File: src/rtl/multi_sync_debounce.sv
// rtl/multi_sync_debounce.sv - multi-channel synchroniser, debounce filter and edge strobes
// Each channel: STAGES-deep sync chain, optional consecutive-cycle debounce, registered rise/fall strobes.
module multi_sync_debounce #(
    parameter int WIDTH     = 4,
    parameter int STAGES    = 2,
    parameter int DEBOUNCE  = 8,
    parameter bit FILTER_EN = 1'b1
) (
    input  logic             clk,
    input  logic             reset,
    input  logic [WIDTH-1:0] din,
    output logic [WIDTH-1:0] dout,
    output logic [WIDTH-1:0] rise,
    output logic [WIDTH-1:0] fall,
    output logic             changed
);

    logic [STAGES-1:0][WIDTH-1:0] sync_q, sync_d;
    logic [WIDTH-1:0]             sync_out;
    logic [WIDTH-1:0]             dout_q, dout_d;
    logic [WIDTH-1:0]             rise_q, rise_d;
    logic [WIDTH-1:0]             fall_q, fall_d;
    logic                         changed_q, changed_d;

    // Only sync_q[0] may go metastable; downstream logic sees the last stage only.
    always_comb begin
        sync_d   = {sync_q[STAGES-2:0], din};
        sync_out = sync_q[STAGES-1];
    end

    always_ff @(posedge clk or negedge reset) begin
        if (!reset) begin
            sync_q <= '0;
        end else begin
            sync_q <= sync_d;
        end
    end

    generate
        if (FILTER_EN && (DEBOUNCE > 1)) begin : g_filter
            localparam int            CW       = $clog2(DEBOUNCE + 1);
            localparam logic [CW-1:0] CNT_LAST = CW'(DEBOUNCE - 1);

            logic [WIDTH-1:0][CW-1:0] cnt_q, cnt_d;

            // Any agreement with dout discards the run; no partial credit survives.
            always_comb begin
                cnt_d  = cnt_q;
                dout_d = dout_q;
                for (int i = 0; i < WIDTH; i++) begin
                    if (sync_out[i] == dout_q[i]) begin
                        cnt_d[i] = '0;
                    end else if (cnt_q[i] == CNT_LAST) begin
                        dout_d[i] = sync_out[i];
                        cnt_d[i]  = '0;
                    end else begin
                        cnt_d[i] = cnt_q[i] + CW'(1);
                    end
                end
            end

            always_ff @(posedge clk or negedge reset) begin
                if (!reset) begin
                    cnt_q <= '0;
                end else begin
                    cnt_q <= cnt_d;
                end
            end
        end else begin : g_bypass
            assign dout_d = sync_out;
        end
    endgenerate

    always_comb begin
        rise_d    = dout_d & ~dout_q;
        fall_d    = dout_q & ~dout_d;
        changed_d = |(rise_d | fall_d);
    end

    always_ff @(posedge clk or negedge reset) begin
        if (!reset) begin
            dout_q    <= '0;
            rise_q    <= '0;
            fall_q    <= '0;
            changed_q <= 1'b0;
        end else begin
            dout_q    <= dout_d;
            rise_q    <= rise_d;
            fall_q    <= fall_d;
            changed_q <= changed_d;
        end
    end

    assign dout    = dout_q;
    assign rise    = rise_q;
    assign fall    = fall_q;
    assign changed = changed_q;

endmodule

File: config.mk
export PLATFORM = sky130hd
export DESIGN_NAME = multi_sync_debounce
export DESIGN_NICKNAME = d
export VERILOG_FILES = /design/src/rtl/multi_sync_debounce.sv
export SDC_FILE = /design/constraint.sdc
export NUM_CORES = 1
export LEC_CHECK = 0
export CAP_MARGIN = 0
export CORE_MARGIN = 5
export CORE_UTILIZATION = 42
export DETAILED_ROUTE_END_ITERATION = 7
export GPL_TIMING_DRIVEN = 0
export SYNTH_ARGS = -nofsm -noshare
export SYNTH_HDL_FRONTEND = slang
export SYNTH_SLANG_ARGS = --single-unit
File: constraint.sdc
create_clock -name clk -period 2.39 [get_ports clk]
set_input_delay 0.239 -clock clk [delete_from_list [all_inputs] [get_ports clk]]
set_output_delay 0.239 -clock clk [all_outputs]
set_load 0.05 [all_outputs]
After elaboration in Yosys (flattened, before gate mapping)
Index checks and enable logic that the tools add are counted.
W data, S select, Z words.
{"block": "totals", "elab_cells": 44, "reg_bits": 37, "input_bits": 6, "output_inout_bits": 13}
{"block": "classes", "reduce_logical": 1, "bitwise_logic": 5, "addsub": 4, "n_eq_ne": 8, "n_mux": 16}
{"cell": "$mux W4", "count": 8}
{"cell": "$add A4 B1 Y4 const B", "count": 4}
{"cell": "$eq A4 B3 Y1 const B", "count": 4}
{"cell": "$and A4 B4 Y4", "count": 2}
{"cell": "$mux W1", "count": 8}
{"cell": "$not A4 Y4", "count": 2}
{"cell": "$eq A1 B1 Y1", "count": 4}
{"cell": "$or A4 B4 Y4", "count": 1}
{"cell": "$reduce_or A4 Y1", "count": 1}

Depth between registers and ports, before layout
Gate-level depths: netlist (run 1).
{"block": "logic_depth", "ltp_word": 7, "depth_mapped": 5, "ltp_nobuf": 5}

Worst setup path before layout (run 1)
OpenSTA, ideal clock, no wires.
{"block": "synth_timing", "path_kind": "flip-flop to flip-flop", "start": "register g_filter.cnt_q[8] in the netlist's numbering", "end": "register changed_q, in the netlist changed", "arrival_ps": 1389, "slack_ps": 872, "synth_period_minus_slack_ps": 1518, "required_time_ps": 2260, "stages_incl_launch_ff": 6, "path_cell_list": "dfrtp_1 ha_1 nand3b_2 mux2_4 ha_1 nand4_1"}
{"block": "synth_between", "elab_chain_cells": 7}
{"item": "from (decl)", "line": "44", "source": "logic [WIDTH-1:0][CW-1:0] cnt_q, cnt_d;"}
{"item": "from (signal assigned)", "line": "66", "source": "cnt_q <= cnt_d;"}
{"item": "$eq A4 B3 Y1 (*)", "line": "53", "source": "end else if (cnt_q[i] == CNT_LAST) begin"}
{"item": "$mux W1 (*)", "line": "53"}
{"item": "$mux W1 (*)", "line": "51", "source": "if (sync_out[i] == dout_q[i]) begin"}
{"item": "named net dout_d[2]", "line": "20", "source": "logic [WIDTH-1:0] dout_q, dout_d;"}
{"item": "$not A4 Y4", "line": "76", "source": "fall_d = dout_q & ~dout_d;"}
{"item": "$and A4 B4 Y4", "line": "76"}
{"item": "$or A4 B4 Y4 (*)", "line": "77", "source": "changed_d = |(rise_d | fall_d);"}
{"item": "$reduce_or A4 Y1 (*)", "line": "77"}
{"item": "named net changed_d", "line": "23", "source": "logic changed_q, changed_d;"}
{"item": "to (signal assigned)", "line": "90", "source": "changed_q <= changed_d;"}
{"item": "to (decl)", "line": "23"}
The timed path passes the listed nets; every way through them passes the cells marked *.

Worst setup path after layout (run 1)
{"block": "layout_timing", "start": "register dout_q[3], in the netlist dout[3]", "end": "output port dout[3]"}
{"item": "from (decl)", "line": "20"}
{"item": "from (signal assigned)", "line": "87", "source": "dout_q <= dout_d;"}
{"item": "to (decl)", "line": "12", "source": "output logic [WIDTH-1:0] dout,"}
No word-level cell between the ends.

==> results of run 1 <==
==> area by class of cell <==
class                   count  share of cell area
clock inverters             1             0.00275
inverters                   8              0.0165
repair buffers             19               0.102
multi-input cells          57               0.303
clock buffers               7              0.0357
flip-flops and latches     37               0.509
well taps                  46              0.0316
==> metrics by stage <==
stage	hold WS (ns)	instance area (um2)	std cells	total power [uW]	worst slack [ns]
5_1_grt	0.310	1820	175	2400	0.437
3_5_place_dp	0.335	1740	166	1910	0.801
2_1_floorplan	-0.0566	1510	102	1600	0.872
3_3_place_gp	0.334	1750	166	1890	0.288
6_report	0.336	1820	175	2250	0.518
4_1_cts	0.321	1820	175	2290	0.480
==> how the worst min path moves through the flow <==
stage | startpoint | end | slack [ns] | depth (start not counted)
2_1_floorplan | reset | changed | -0.06 | 0
3_3_place_gp | sync_d[6] | sync_out[2] | 0.33 | 0
3_5_place_dp | sync_d[5] | sync_out[1] | 0.33 | 0
4_1_cts | din[2] | sync_d[6] | 0.32 | 1
5_1_grt | din[2] | sync_d[6] | 0.31 | 1
6_report | din[2] | sync_d[6] | 0.34 | 1
==> flip-flops by register name (all words and copies together) (netlist names) <==
register / count
changed: 1
dout: 4
fall: 4
g_filter.cnt_q: 16
rise: 4
sync_d: 4
sync_out: 4
==> timing repair <==
action	4_1_cts	5_1_grt
setup buffers	0	0
gates resized for setup	0	0
endpoints found under the hold margin	20	0
hold buffers	1	0
==> layout by cell type, fill, tap and decap left out, types with 2 or more instances in the layout <==
master / count
sky130_fd_sc_hd__dfrtp_1: 37
sky130_fd_sc_hd__clkdlybuf4s50_1: 17
sky130_fd_sc_hd__ha_1: 12
sky130_fd_sc_hd__inv_1: 8
sky130_fd_sc_hd__xnor2_1: 8
sky130_fd_sc_hd__clkbuf_4: 5
sky130_fd_sc_hd__nand3b_2: 4
sky130_fd_sc_hd__mux2i_1: 4
sky130_fd_sc_hd__mux2_4: 4
sky130_fd_sc_hd__nor2_1: 4
sky130_fd_sc_hd__nor2b_1: 4
sky130_fd_sc_hd__a311oi_1: 4
sky130_fd_sc_hd__nand4b_1: 4
sky130_fd_sc_hd__and4_2: 4
sky130_fd_sc_hd__a211oi_1: 4
sky130_fd_sc_hd__clkbuf_8: 2
==> layer usage <==
layer / vias up / GRT usage / share of wire
li1: 417 / - / -
met1: 400 / 0.116 / 0.45
met2: 19 / 0.139 / 0.47
met3: 5 / 0.0387 / 0.063
met4: 0 / 0.0447 / 0.017
met5: - / 0 / 0
==> kinds of logic (layout without fill, tap and decap cells) <==
family / count (synthesis) / in the layout
mux: 8 / 8
buf+inv: 8 / 35
simple gates: 21 / 21
flops: 37 / 37
compound gates: 8 / 8
fa+ha+maj: 12 / 12
xor+xnor: 8 / 8
==> where the power goes <==
group	leakage, uW	internal (uW)	switching [uW]
clock network	0.0000413	170	192
logic	0.000310	368	558
registers	0.000482	807	153
total	0.000833	1350	904
==> flow_summary.ini, run 1 <==
[outcome]
outcome = completed

[job]
drv_cap = 0

[timing]
fin_setup_tns_ns = 0
timing.slew.headroom = 0.486
drv_slew = 0
skew_ns = 0.00183
final.period_utilization = 0.783
final.min_clock_period_ns = 1.87
rsz0062_at_grt = false
hold_violations = 0
max_clock_freq_mhz = 534
max_slew.worst_pin.slew_ns = 0.771
final-setup-viol-count = 0

[synthesis]
mappedNetlistNets = 120
async_reset_ff_frac = 1.00
yosys.area_share.xor_xnor = 0.0465
synthesis.yosys.warnings = 0
compound_gate_portion_of_the_synthesized_area = 0.0432
synth_top_family_by_area = simple AND/OR/NAND/NOR gates
post_synth_most_frequent_cells = sky130_fd_sc_hd__dfrtp_1 (37), sky130_fd_sc_hd__ha_1 (12), sky130_fd_sc_hd__inv_1 (8), sky130_fd_sc_hd__xnor2_1 (8)
synth_fa_ha_area_frac = 0.0996
yosysTopAreaCell = sky130_fd_sc_hd__dfrtp_1
synth.ff_latch_count = 37
synth-main-ff-cell = sky130_fd_sc_hd__dfrtp_1
synth_cell_types = 14
number_of_enable_flip_flop_cells_after_synthesis = 0
synth_seq_area_share = 0.614
synthMuxAreaShare = 0.0664
post_synth_and_or_nand_nor_area_fraction = 0.110
syn_area_um2 = 1510
ys_top_cells_by_area = sky130_fd_sc_hd__dfrtp_1 (61%), sky130_fd_sc_hd__ha_1 (10%), sky130_fd_sc_hd__xnor2_1 (4.6%)
synth_top_area_frac = 0.614
postSynthCellCount = 102
synth.avg_cell_area_um2 = 14.8
synth_most_common_cell = sky130_fd_sc_hd__dfrtp_1

[clock_tree]
clk-insertion-delay-late_ns = 0.33
clk_path_buf_depth = 2
clkSinkCount = 37
cts-buffers-inserted = 5
cts_htree_levels = 2
clock_tree_from_tritoncts = yes
ctsRootBufferMaster = sky130_fd_sc_hd__clkbuf_4
clkSlewWorstSetupHoldPaths_ns = 0.10

[route]
wl_per_cell_um = 12.0
drc_errors = 0
number_of_drc_violations_after_detailed_routing_iteration_0 = 36
vias = 841
antenna_left = 0
drt-vias-per-instance = 4.81
drt_wl_total_um = 2100
detailedRoute.firstPassIterationCount = 2

[cells_and_area]
final_layout_size_suffix_gt1_frac = 0.163
multi_input_area_um2 = 552
fill_cells = 298
finalCoreUtilization = 0.533
insertedDiodeCount = 0
final_nets = 146
seqCellArea_um2 = 926
layout-area-overhead-vs-synth_pct = 20.7

[global_routing]
antenna_violations_before_repair = 0
grt.overflow.total = 0
pin_count_of_the_biggest_net_entering_global_routing = 38
overall_fraction_of_global_route_tracks_in_use = 0.0929
vias_in_the_first_global_route = 826
wire_length_of_the_first_global_routing_pass_um = 3570

[worst_setup_path]
worst_r2r_endpoint = changed
r2r_start = g_filter.cnt_q[8]
crit_startpoint = dout[3]
rr_worst_depth = 5
timing.critical_path.arrival_ns = 1.63
critical_path_buf_inv_count = 1
kind_of_cell_adding_the_most_delay_to_the_critical_path = buffers and inverters
worst-path-max-fanout = 6
critical_path_cell_count = 1
criticalPathCategory = reg2out
setup.reg_to_reg.worst_slack_ns = 0.79
slowest_cell_on_crit_path = sky130_fd_sc_hd__clkdlybuf4s50_1
crit_path_cells = clkdlybuf4s50_1
delay_contributed_by_the_slowest_stage_of_the_critical_path_ns = 0.84
setup.worst_path.start_class = register
capturing_element_type_of_the_critical_path = primary output
timing.critical_path.required_ns = 2.15
crit_path_end = dout[3]

[floorplan]
die_width_um = 69.9
floorplan.die.height_um = 69.9
core_area_um2 = 3420
number_of_i_o_pins = 19
initial_core_util = 0.441
dieArea_um2 = 4890
placement_rows = 21

[hold_path]
min-delay-path-class = in2reg

[placement]
finalWeightedCongestion = 0.737
placement.io_buffers = 18
dp_hpwl_um = 1490

[power_and_ir_drop]
cellPowerDensity_nw_per_um2 = 1240
worst_ir_drop_vdd_v = 0.000589
leakage_power_figure_uw = 0.000833
(Power assumes the default switching activity.)
==> run 2, diff against run 1 <==
PLACE_DENSITY = 0.66   (was not set)
clock period = 1.7 ns   (was 2.39 ns; I/O delays follow)
==> run 2 against run 1 <==
Against the previous run: routed wire length up 1.6%; final cell count is the same; first-iteration DRC count rose to 2.8 times the previous value; critical endpoint is now fall[0].
==> flow_summary.ini, run 2 (synthesized netlist as in run 1, its figures left out) <==
[worst_setup_path]
critical_path_buf_inv_count = 1
setup.worst_path.start_class = register
crit_path_cells = clkdlybuf4s50_1
criticalPathCategory = reg2out
kind_of_cell_adding_the_most_delay_to_the_critical_path = buffers and inverters
setup.reg_to_reg.worst_slack_ns = 0.09
worst-path-max-fanout = 1
rr_worst_depth = 5
capturing_element_type_of_the_critical_path = primary output
delay_contributed_by_the_slowest_stage_of_the_critical_path_ns = 0.79
timing.critical_path.arrival_ns = 1.47
slowest_cell_on_crit_path = sky130_fd_sc_hd__clkdlybuf4s50_1
timing.critical_path.required_ns = 1.53
critical_path_cell_count = 1

[timing]
max_clock_freq_mhz = 609
final.min_clock_period_ns = 1.64
hold_violations = 0
final_layout_worst_hold_slack_ns = 0.251
timing.slew.headroom = 0.486
max_slew.worst_pin.slew_ns = 0.771
skew_ns = 0.00992
final.period_utilization = 0.965
final-setup-viol-count = 0
drv_slew = 0
rsz0062_at_grt = false

[global_routing]
vias_in_the_first_global_route = 913
antenna_violations_before_repair = 0
overall_fraction_of_global_route_tracks_in_use = 0.106
grt.overflow.total = 0
pin_count_of_the_biggest_net_entering_global_routing = 38
wire_length_of_the_first_global_routing_pass_um = 4020

[route]
drt_wl_total_um = 2130
number_of_drc_violations_after_detailed_routing_iteration_0 = 102
antenna_left = 0
vias = 860
drc_errors = 0
drt-vias-per-instance = 4.91
wl_per_cell_um = 12.2
detailedRoute.firstPassIterationCount = 3

[cells_and_area]
final_layout_size_suffix_gt1_frac = 0.155
layout.cell_area.non_filler_um2 = 1810
final_nets = 146
seqCellArea_um2 = 926
layout-area-overhead-vs-synth_pct = 19.8
fill_cells = 296
insertedDiodeCount = 0
regMostFlops = g_filter.cnt_q
most-common-layout-cells = sky130_fd_sc_hd__dfrtp_1 (37), sky130_fd_sc_hd__ha_1 (12), sky130_fd_sc_hd__clkdlybuf4s50_1 (9)
multi_input_area_um2 = 552
largest_register_ffs = 16
mostFrequentLayoutCell = sky130_fd_sc_hd__dfrtp_1

[floorplan]
floorplan.die.height_um = 69.9
core_area_um2 = 3420
placement_rows = 21
die_width_um = 69.9
dieArea_um2 = 4890
number_of_i_o_pins = 19
initial_core_util = 0.441

[power_and_ir_drop]
switchingPower_uw = 1280
share_of_total_power_in_sequential_cells = 0.441
cellPowerDensity_nw_per_um2 = 1690
worst_ir_drop_vdd_v = 0.000590
internal_power_uw = 1780
sw_frac_of_total = 0.418
total_power_uw = 3050
p_clk_frac = 0.142
combinationalPowerShare = 0.416
leakage_power_figure_uw = 0.000903

[placement]
placement.cell_area_um2 = 1740
finalWeightedCongestion = 0.718
dp_hpwl_um = 1510
placement.io_buffers = 18

[clock_tree]
ctsRootBufferMaster = sky130_fd_sc_hd__clkbuf_4
cts_htree_levels = 2
clkSinkCount = 37
clkSlewWorstSetupHoldPaths_ns = 0.11
clock_tree_from_tritoncts = yes
cts-buffers-inserted = 5
clk-insertion-delay-late_ns = 0.34
clk_path_buf_depth = 2

[outcome]
outcome = completed

[hold_path]
hold_path_depth = 1
min-delay-path-class = in2reg

[job]
drv_cap = 0
==> run 2: changes by cell type in the layout (fill, tap and decap cells not counted), sizes merged <==
cell	change
clkdlybuf4s50	-8
dlymetal6s2s	+4
clkbuf	-1
clkinv	+1
dlygate4sd2	+4
==> run 2: what timing repair did <==
item | 4_1_cts | 5_1_grt
gates cloned | 0 | 0
hold endpoints to repair | 37 | 0
setup buffers | 0 | 0
hold buffers | 1 | 0
gates resized for setup | 4 | 4
endpoints found under the setup margin | 4 | 4
==> run 2: layout make-up <==
cell class / count / share of cell area
multi-input combinational: 57 / 0.305
sequential: 37 / 0.512
clock buffer: 6 / 0.0229
timing repair buffer: 19 / 0.105
inverter: 8 / 0.0166
tap: 46 / 0.0319
clock inverter: 2 / 0.00554
==> run 2: final timing paths <==
path / start / to
max reg2reg: g_filter.cnt_q[12] / changed
max: fall[0] / fall[0]
min in group asynchronous: reset / rise[0]
max in group asynchronous: reset / fall[2]
min: din[0] / sync_d[4]
min reg2reg: sync_d[5] / sync_out[1]
==> run 2: power by group through the flow <==
stage	clock network (uW)	registers [uW]	logic, uW
3_3_place_gp	0	1350	1290
3_5_place_dp	0	1370	1320
5_1_grt	490	1390	1390
4_1_cts	462	1350	1300
2_1_floorplan	0	1810	446
6_report	435	1350	1270
==> run 2: per-stage QoR <==
stage | utilization | TNS (ns) | setup slack [ns] | std cells
2_1_floorplan | - | 0 | 0.182 | 102
3_3_place_gp | 0.511 | -11.08 | -0.301 | 166
3_5_place_dp | 0.510 | 0 | 0.0969 | 166
4_1_cts | 0.526 | 0 | 0.00104 | 175
5_1_grt | 0.529 | 0 | 0.00736 | 175
6_report | 0.529 | 0 | 0.0591 | 175
==> run 2: metal layers <==
layer	track usage	share of wire
met1	0.120	0.45
met2	0.166	0.47
met3	0.0488	0.051
met4	0.0574	0.028
met5	0	0
==> run 3, diff against run 2 <==
GPL_TIMING_DRIVEN = not set   (was 0)
==> run 3 against run 2 <==
Against the previous run: sequential share of layout area up 0.18 points; non-clock buffer count unchanged; global-route usage down 1.0 points; cell area down 0.35%; utilization down 0.18 points; final cell count down 0.57%; count of clock-buffer cells in the layout up 1; first-iteration DRC count down 59%.
==> flow_summary.ini, run 3 (synthesized netlist as in run 1, its figures left out) <==
[worst_setup_path]
crit_path_cells = clkdlybuf4s50_1
slowest_cell_on_crit_path = sky130_fd_sc_hd__clkdlybuf4s50_1
setup.reg_to_reg.worst_slack_ns = 0.09
criticalPathCategory = reg2out
kind_of_cell_adding_the_most_delay_to_the_critical_path = buffers and inverters
worst_r2r_endpoint = changed
timing.critical_path.arrival_ns = 1.47
delay_contributed_by_the_slowest_stage_of_the_critical_path_ns = 0.80
rr_worst_depth = 5
worst-path-max-fanout = 1
critical_path_buf_inv_count = 1
capturing_element_type_of_the_critical_path = primary output
setup.worst_path.start_class = register
timing.critical_path.required_ns = 1.53
r2r_start = g_filter.cnt_q[8]

[cells_and_area]
fill_cells = 291
most-common-layout-cells = sky130_fd_sc_hd__dfrtp_1 (37), sky130_fd_sc_hd__clkdlybuf4s50_1 (14), sky130_fd_sc_hd__ha_1 (11)
final_layout_size_suffix_gt1_frac = 0.188
insertedDiodeCount = 0
largest_register_ffs = 16
multi_input_area_um2 = 554
final_nets = 146
seqCellArea_um2 = 926
mostFrequentLayoutCell = sky130_fd_sc_hd__dfrtp_1
finalCoreUtilization = 0.527
layout-area-overhead-vs-synth_pct = 19.4
regMostFlops = g_filter.cnt_q

[clock_tree]
clkSlewWorstSetupHoldPaths_ns = 0.10
cts_hold_buffers = 0
cts_htree_levels = 2
clock_tree_from_tritoncts = yes
clk_path_buf_depth = 2
cts-buffers-inserted = 5
ctsRootBufferMaster = sky130_fd_sc_hd__clkbuf_4
clkSinkCount = 37
clk-insertion-delay-late_ns = 0.33

[placement]
dp_hpwl_um = 1540
finalWeightedCongestion = 0.719
placement.io_buffers = 18

[floorplan]
initial_core_util = 0.441
dieArea_um2 = 4890
floorplan.die.height_um = 69.9
number_of_i_o_pins = 19
core_area_um2 = 3420
die_width_um = 69.9
placement_rows = 21

[timing]
skew_ns = 0.00372
max_clock_freq_mhz = 611
max_slew.worst_pin.slew_ns = 0.499
final-setup-viol-count = 0
rsz0062_at_grt = false
drv_slew = 0
final.min_clock_period_ns = 1.64
hold_violations = 0
final.period_utilization = 0.963
timing.slew.headroom = 0.666
fin_setup_tns_ns = 0

[global_routing]
grt.overflow.total = 0
overall_fraction_of_global_route_tracks_in_use = 0.0960
antenna_violations_before_repair = 0
wire_length_of_the_first_global_routing_pass_um = 3710
pin_count_of_the_biggest_net_entering_global_routing = 38
vias_in_the_first_global_route = 895

[job]
drv_cap = 0

[hold_path]
min-delay-path-class = in2async

[route]
wl_per_cell_um = 12.4
vias = 883
drc_errors = 0
detailedRoute.firstPassIterationCount = 4
antenna_left = 0
drt_wl_total_um = 2160
drt-vias-per-instance = 5.07
number_of_drc_violations_after_detailed_routing_iteration_0 = 42

[outcome]
outcome = completed

[power_and_ir_drop]
worst_ir_drop_vdd_v = 0.000662
cellPowerDensity_nw_per_um2 = 1720
leakage_power_figure_uw = 0.000829
run 3: worst max path at each step:
stage / cells past startpoint / slack, ns / startpoint / endpoint
6_report: 1 / 0.06 / rise[1] / rise[1]
5_1_grt: 1 / 0.0007 / rise[1] / rise[1]
4_1_cts: 1 / 0.04 / fall[2] / fall[2]
3_5_place_dp: 5 / 0.09 / g_filter.cnt_q[4] / changed
3_3_place_gp: 5 / 0.11 / g_filter.cnt_q[8] / changed
2_1_floorplan: 5 / 0.18 / g_filter.cnt_q[8] / changed
run 3: what timing repair did:
action,4_1_cts,5_1_grt
endpoints found under the setup margin,0,1
buffers inserted,0,0
resized for setup,0,1
endpoints found under the hold margin,0,0
run 3: layout make-up:
cell class	count	area share
sequential	37	0.514
inverter	8	0.0167
timing repair buffer	19	0.0987
clock buffer	7	0.0306
tap	46	0.0320
multi-input combinational	57	0.308
run 3: power by group:
part,total [uW],internal (uW),switching [uW]
logic,1300,505,793
clock network,447,195,252
registers,1350,1130,219
total,3100,1840,1260
run 3: per-stage QoR:
stage	std cells	hold WS [ns]	setup WS, ns	cell area (um2)	power, uW
floorplan	102	-0.126	0.182	1510	2250
global route	174	0.249	0.000723	1800	3310
detailed placement	167	0.335	0.0894	1740	2680
CTS	174	0.256	0.0407	1800	3140
global placement	167	0.334	0.115	1740	2640
finish	174	0.248	0.0636	1800	3100
run 3: metal layers:
| layer | routed length [um] | GRT usage | vias up |
|---|---|---|---|
| met5 | 0 | 0 | - |
| met4 | 47 | 0.0511 | 0 |
| met3 | 157 | 0.0416 | 7 |
| met2 | 1060 | 0.158 | 28 |
| met1 | 891 | 0.103 | 433 |
| li1 | - | - | 415 |
